`config.mk`:
```
export PLATFORM = sky130hd
export DESIGN_NAME = tia_biphase_clock_flat
export DESIGN_NICKNAME = d
export VERILOG_FILES = /design/src/rtl/tia_biphase_clock_pkg.sv /design/src/rtl/tia_biphase_clock_if.sv /design/src/rtl/tia_biphase_clock.sv /design/src/flat_wrapper.sv
export SDC_FILE = /design/constraint.sdc
export NUM_CORES = 1
export LEC_CHECK = 0
export CAP_MARGIN = 25
export CORE_AREA = 2 2 39 41
export CTS_CLUSTER_DIAMETER = 100
export DETAILED_ROUTE_END_ITERATION = 10
export DIE_AREA = 0 0 41 43
export MAX_ROUTING_LAYER = met4
export PLACE_DENSITY = 0.5
export SKIP_CTS_REPAIR_TIMING = 1
export SLEW_MARGIN = 15
export SYNTH_ARGS = -nofsm -noshare
export SYNTH_HDL_FRONTEND = slang
export SYNTH_SLANG_ARGS = --single-unit
```
`constraint.sdc`:
```
create_clock -name clk -period 1.4 [get_ports clk]
set_clock_uncertainty 0.2 [all_clocks]
set_input_delay 0.28 -clock clk [delete_from_list [all_inputs] [get_ports clk]]
set_output_delay 0.28 -clock clk [all_outputs]
set_load 0.005 [all_outputs]
```
`src/rtl/tia_biphase_clock_pkg.sv`:
```
// tia_biphase_pkg: state type and cycle length shared by the biphase clock generator
package tia_biphase_pkg;

    localparam int unsigned CYCLE_LEN = 4;

    typedef enum logic [4:0] {
        RESET = 5'b00001,
        PHI2  = 5'b00010,
        Z1    = 5'b00100,
        PHI1  = 5'b01000,
        Z2    = 5'b10000
    } state_e;

endpackage

```
`src/rtl/tia_biphase_clock_if.sv`:
```
// tia_biphase_clock_if: resync request in, phi1/phi2/rl out
interface tia_biphase_clock_if;

    logic r;
    logic phi1;
    logic phi2;
    logic rl;

    modport master (output r, input phi1, input phi2, input rl);
    modport slave  (input r, output phi1, output phi2, output rl);

endinterface

```
`src/rtl/tia_biphase_clock.sv`:
```
// tia_biphase_clock: divide-by-four non-overlapping phi1/phi2 generator with latched reset; TIA_BIPHASE_CLOCK_ASSERT_EN adds sim-only invariant checks
import tia_biphase_pkg::*;

module tia_biphase_clock (
    input  logic                  clk,
    input  logic                  rst_n,
    tia_biphase_clock_if.slave    bus
);

    state_e state_q, state_d;
    logic   phi1_q, phi2_q, rl_q;

    // next state: resync wins from anywhere, otherwise walk the ring; unknown encodings fall back to RESET
    always_comb begin
        state_d = RESET;
        case (state_q)
            RESET:   state_d = PHI2;
            PHI2:    state_d = Z1;
            Z1:      state_d = PHI1;
            PHI1:    state_d = Z2;
            Z2:      state_d = PHI2;
            default: state_d = RESET;
        endcase
        if (bus.r) state_d = RESET;
    end

    // state register with outputs registered from the next state so they track state_q with no input path
    always_ff @(posedge clk or negedge rst_n) begin
        if (!rst_n) begin
            state_q <= RESET;
            phi1_q  <= 1'b0;
            phi2_q  <= 1'b0;
            rl_q    <= 1'b1;
        end else begin
            state_q <= state_d;
            phi1_q  <= state_d == PHI1;
            phi2_q  <= state_d == PHI2;
            rl_q    <= state_d == RESET;
        end
    end

    assign bus.phi1 = phi1_q;
    assign bus.phi2 = phi2_q;
    assign bus.rl   = rl_q;

`ifdef TIA_BIPHASE_CLOCK_ASSERT_EN
    // invariants sampled mid-period while outputs are stable
    always @(negedge clk) begin
        if (rst_n) begin
            assert (!(phi1_q && phi2_q)) else $error("phi1 and phi2 both high");
            assert (!rl_q || (!phi1_q && !phi2_q)) else $error("phase active during rl");
            assert (state_q inside {RESET, PHI2, Z1, PHI1, Z2}) else $error("illegal state %b", state_q);
        end
    end
`endif

endmodule

```
`src/flat_wrapper.sv`:
```
// flat-port wrapper written by rule: the top's interface ports become plain ports
module tia_biphase_clock_flat 
  (clk, rst_n, bus_r, bus_phi1, bus_phi2, bus_rl);
  tia_biphase_clock_if bus_i ();
  input  logic clk;
  input  logic rst_n;
  input wire logic [$bits(bus_i.r)-1:0] bus_r;
  output wire logic [$bits(bus_i.phi1)-1:0] bus_phi1;
  output wire logic [$bits(bus_i.phi2)-1:0] bus_phi2;
  output wire logic [$bits(bus_i.rl)-1:0] bus_rl;
  assign bus_i.r = bus_r;
  assign bus_phi1 = bus_i.phi1;
  assign bus_phi2 = bus_i.phi2;
  assign bus_rl = bus_i.rl;
  tia_biphase_clock u_core (.clk(clk), .rst_n(rst_n), .bus(bus_i));
endmodule
```
==> After elaboration in Yosys (flattened, before gate mapping) <==
Index checks and enable logic that the tools add are counted.
{ "classes": {"eq_ne": 8, "mux": 2, "reduce_logical": 1} }
{ "op_table": {"columns": ["operator", "count"], "rows": [
  ["5-bit case mux with 4 select lines", 1],
  ["5-bit by 1-bit == test with 1-bit output (second input constant)", 2],
  ["5-bit by 2-bit == test with 1-bit output (second input constant)", 2],
  ["5-bit by 4-bit == test with 1-bit output (second input constant)", 2],
  ["5-bit by 3-bit == test with 1-bit output (second input constant)", 1],
  ["5-bit == test (second input constant)", 1],
  ["5-bit 2-to-1 mux", 1],
  ["2-bit OR reduction", 1]
]} }
{ "totals": {"reg_bits": 8, "inputBits": 3, "out_inout_bits": 3, "elab_cells": 15} }

==> Logic depth before layout (Yosys ltp) <==
{ "logic_depth": {"word_depth": 5, "mapped_depth": 3, "mapped_depth_nobuf": 3} }

==> Worst setup path after synthesis <==
No wires, ideal clock.
{ "synth_path": {"path_kind": "reg2reg", "startpoint": "register u_core.state_q[1]", "endpoint": "register u_core.rl_q, in the netlist u_core.bus.rl", "setup_ps": 103, "arrival_time_ps": 1145, "t_required_ps": 1097, "path_slack_ps": -48, "path_stages_with_launch": 4, "n_path_buf": 0, "period_less_slack_ps": 1448, "cell_sequence": "dfrtp_1 or3_4 nor4b_2 a311oi_1"} }
{ "synth_via": {"elab_chain_len": 5, "elab_cells_between_ends": 9, "classes_between": "eq/ne (6); mux (2); reduce/logical (1)"} }
{ "synth_rtl": {"columns": ["element", "line_no", "source"], "rows": [
  ["start: declaration", "tia_biphase_clock.sv:10", "state_e state_q, state_d;"],
  ["start signal: assignment", "tia_biphase_clock.sv:35", "state_q <= state_d;"],
  ["5-bit by 1-bit == test with 1-bit output / 5-bit == test (equally long branches)", "tia_biphase_clock.sv:16", "case (state_q)"],
  ["2-bit OR reduction (no line)", null, null],
  ["5-bit case mux with 4 select lines (*)", "tia_biphase_clock.sv:16", null],
  ["5-bit 2-to-1 mux (*)", "tia_biphase_clock.sv:24", "if (bus.r) state_d = RESET;"],
  ["net u_core.state_d[3]", "tia_biphase_clock.sv:10", null],
  ["5-bit by 1-bit == test with 1-bit output (*)", "tia_biphase_clock.sv:38", "rl_q <= state_d == RESET;"],
  ["end signal: assignment", "tia_biphase_clock.sv:33", "rl_q <= 1'b1;"],
  ["end signal: assignment", "tia_biphase_clock.sv:38", null],
  ["end: declaration", "tia_biphase_clock.sv:11", "logic phi1_q, phi2_q, rl_q;"]
]} }
The timed path passes the listed nets; every way through them passes the cells marked *.

==> Worst setup path after layout <==
{ "layout_path": {"startpoint": "register u_core.state_q[0]", "endpoint": "register u_core.state_q[0]"} }
{ "layout_via": {"elab_chain_len": 4, "elab_cells_between_ends": 8, "classes_between": "eq/ne (5); mux (2); reduce/logical (1)"} }
{ "layout_rtl": {"columns": ["element", "line_no"], "rows": [
  ["5-bit by 1-bit == test with 1-bit output / 5-bit == test (equally long branches)", "tia_biphase_clock.sv:16"],
  ["2-bit OR reduction (no line)", null],
  ["5-bit case mux with 4 select lines (*)", "tia_biphase_clock.sv:16"],
  ["5-bit 2-to-1 mux (*)", "tia_biphase_clock.sv:24"],
  ["net u_core.state_d[0]", "tia_biphase_clock.sv:10"]
]} }
Marked as above.

==> results <==
==> cells by family after synthesis <==
| family | after synthesis | share of synthesized area [%] |
|---|---|---|
| simple gates | 10 | 27.24 |
| flops | 8 | 63.03 |
| compound gates | 3 | 7.003 |
| xor+xnor | 1 | 2.724 |
==> through the flow <==
stage | hold slack (ns) | setup slack [ns] | instance area, um^2 | utilization (%) | std cells
after floorplan | -0.2156 | -0.01145 | 339.1 | - | 22
after global placement | 0.3244 | -0.1779 | 446.7 | 32.28 | 48
after detailed placement | 0.3351 | -0.1678 | 446.7 | 32.28 | 48
after CTS | 0.1010 | -0.3347 | 473.0 | 34.18 | 52
after global routing | 0.1150 | -0.1262 | 490.5 | 35.44 | 52
final | 0.09995 | -0.06667 | 490.5 | 35.44 | 52
==> worst max-delay path: cells and delay by family, from the launching register on <==
kind             cells  cell delay, ns
flip-flops           1            0.38
AND/OR/NAND/NOR      2            0.70
AO/OA/AOI/OAI        1            0.10
==> layer usage <==
layer	track usage [%]	vias up	part of all wire [%]
met2	15.31	5	53
li1	-	112	-
met5	-	-	0
met4	6.000	0	0
met3	5.236	0	7.7
met1	8.940	114	39
==> registers in the layout (all words and copies together) (netlist names) <==
name             count
u_core.state_q       5
u_core.bus.rl        1
u_core.bus.phi1      1
u_core.bus.phi2      1
==> final cells by class <==
type	count	area [um^2]
Clock buffer	4	26.28
Fill cell	134	893.4
Multi-Input combinational cell	14	146.4
Sequential cell	8	202.7
Tap cell	16	20.02
Timing Repair Buffer	10	95.09
==> report_power, final <==
| group | total [uW] | internal [uW] | leakage (uW) | switching (uW) |
|---|---|---|---|---|
| Sequential | 276 | 262 | 0.000103 | 13.6 |
| Clock | 187 | 109 | 0.0000150 | 78.3 |
| Combinational | 125 | 70.5 | 0.000114 | 54.3 |
==> placed cells by master (no fill, tap or decap), types with 2 or more instances in the layout <==
cell and count:
dfstp_2 2, buf_4 5, dfrtp_1 6, dlymetal6s2s_1 3, clkbuf_4 3, clkdlybuf4s50_1 2, a311oi_1 2, nor4b_4 2
nor3b_2 2
==> worst paths after layout <==
path                                             start                           to  slack [ns]  cells after the start
min in group clk           u_core.state_q[2]$_DFF_PN0_  u_core.state_q[4]$_DFF_PN0_        0.35                      1
max reg2reg                u_core.state_q[0]$_DFF_PN1_  u_core.state_q[0]$_DFF_PN1_       -0.07                      3
min                                              rst_n    u_core.bus.phi1$_DFF_PN0_         0.1                      1
max in group asynchronous                        rst_n  u_core.state_q[0]$_DFF_PN1_        0.59                      1
min reg2reg                u_core.state_q[2]$_DFF_PN0_  u_core.state_q[4]$_DFF_PN0_        0.35                      1
max                        u_core.state_q[0]$_DFF_PN1_  u_core.state_q[0]$_DFF_PN1_       -0.07                      3
==> flow_metrics.env <==
export IMPL_status="finished, violations left"
export IMPL_synth_nets=25
export IMPL_critPathMaxFanout=4
export IMPL_synth_warnings=0
export IMPL_drt_wl_total_um=599
export IMPL_async_flop_share_pct=100.0
export IMPL_synth_seq_cells=8
export IMPL_max_cap_violations=0
export IMPL_grt_pass1_vias=252
export IMPL_cp_required_ns=1.36
export IMPL_yosysSeqAreaShare_pct=63.04
export IMPL_yosysUniqueCellTypes=13
export IMPL_antenna_left=0
export IMPL_ir_drop_mv=0.3686
export IMPL_synth_edf_count=0
export IMPL_path_cells="or3_4, nor4b_4, a311oi_1"
export IMPL_grt_ovfl_total=0
export IMPL_synth_largest_area_cell="dfrtp_1"
export IMPL_synth_top_area_share_pct=46.69
export IMPL_cts_buffers=3
export IMPL_setup_tns_ns=-0.1207
export IMPL_die_area_um2=1763
export IMPL_ys_top_cells_by_area="dfrtp_1 (47%), dfstp_2 (16%), nor4b_2 (9.3%)"
export IMPL_clk_path_buf_depth=2
export IMPL_start_util_pct=23.24
export IMPL_drc=0
export IMPL_setup_viol=2
export IMPL_end_kind="flop"
export IMPL_cp_slowest_stage_delay_ns=0.42
export IMPL_worst_setup_path_type="reg -> reg"
export IMPL_grt_usage_pct=9.865
export IMPL_root_buffer="clkbuf_4"
export IMPL_p_per_area_nw_per_um2=1198
export IMPL_place_gp_congestion=0.7277
export IMPL_setup_ws_ns=-0.06667
export IMPL_final_nets=40
export IMPL_worst_endpoint_arrival_ns=1.43
export IMPL_avgRoutedWirePerCell_um=11.52
export IMPL_rsz0062_at_grt="true"
export IMPL_core_rowCount=14
export IMPL_vias_per_cell=4.442
export IMPL_io_buffers=5
export IMPL_drive_gt1_share_pct=44.44
export IMPL_synth_common_cells="dfrtp_1 (6), a311oi_1 (2), dfstp_2 (2), nor3b_1 (2), nor4b_2 (2)"
export IMPL_cts_clk_slew_worst_paths_ns=0.06
export IMPL_fp_dieH_um=43
export IMPL_ys_flop_type="dfrtp_1"
export IMPL_worstMarginPinSlew_ns=0.3528
export IMPL_antenna_found_initial=0
export IMPL_grt_max_degree=9
export IMPL_area_delta_synth_final_pct=52.53
export IMPL_firstDrtPassIters=2
export IMPL_drtIter0Drc=1
export IMPL_total_leakage_power_uw=0.0002311
export IMPL_hold_class="in -> async"
export IMPL_antenna_cells=0
export IMPL_grt_pass1_wl_mm=1.041
export IMPL_violations="negative setup slack"
export IMPL_fin_crit_ns=1.467
export IMPL_synth_cells=22
export IMPL_die_x_um=41
export IMPL_fmax_ghz=0.6818
export IMPL_syn_area_per_cell_um2=14.62
export IMPL_startpoint_type="flop"
export IMPL_cts_tree="built"
export IMPL_min_period_over_period_pct=104.8
export IMPL_hold_viol=0
export IMPL_cp_slowest_cell="or3_4"
export IMPL_yosysMostFrequentCell="dfrtp_1"
export IMPL_num_vias=231
export IMPL_slew_headroom_pct=76.41
export IMPL_clock_sinks=8
export IMPL_syn_area_um2=321.6
export IMPL_core_um2=1384
export IMPL_slew_violations=0
export IMPL_htree_levels=1
export IMPL_insertion_delay_ns=0.25
export IMPL_io_pins=6
export IMPL_design_power_total_uw=587.8
(Power assumes the default switching activity.)
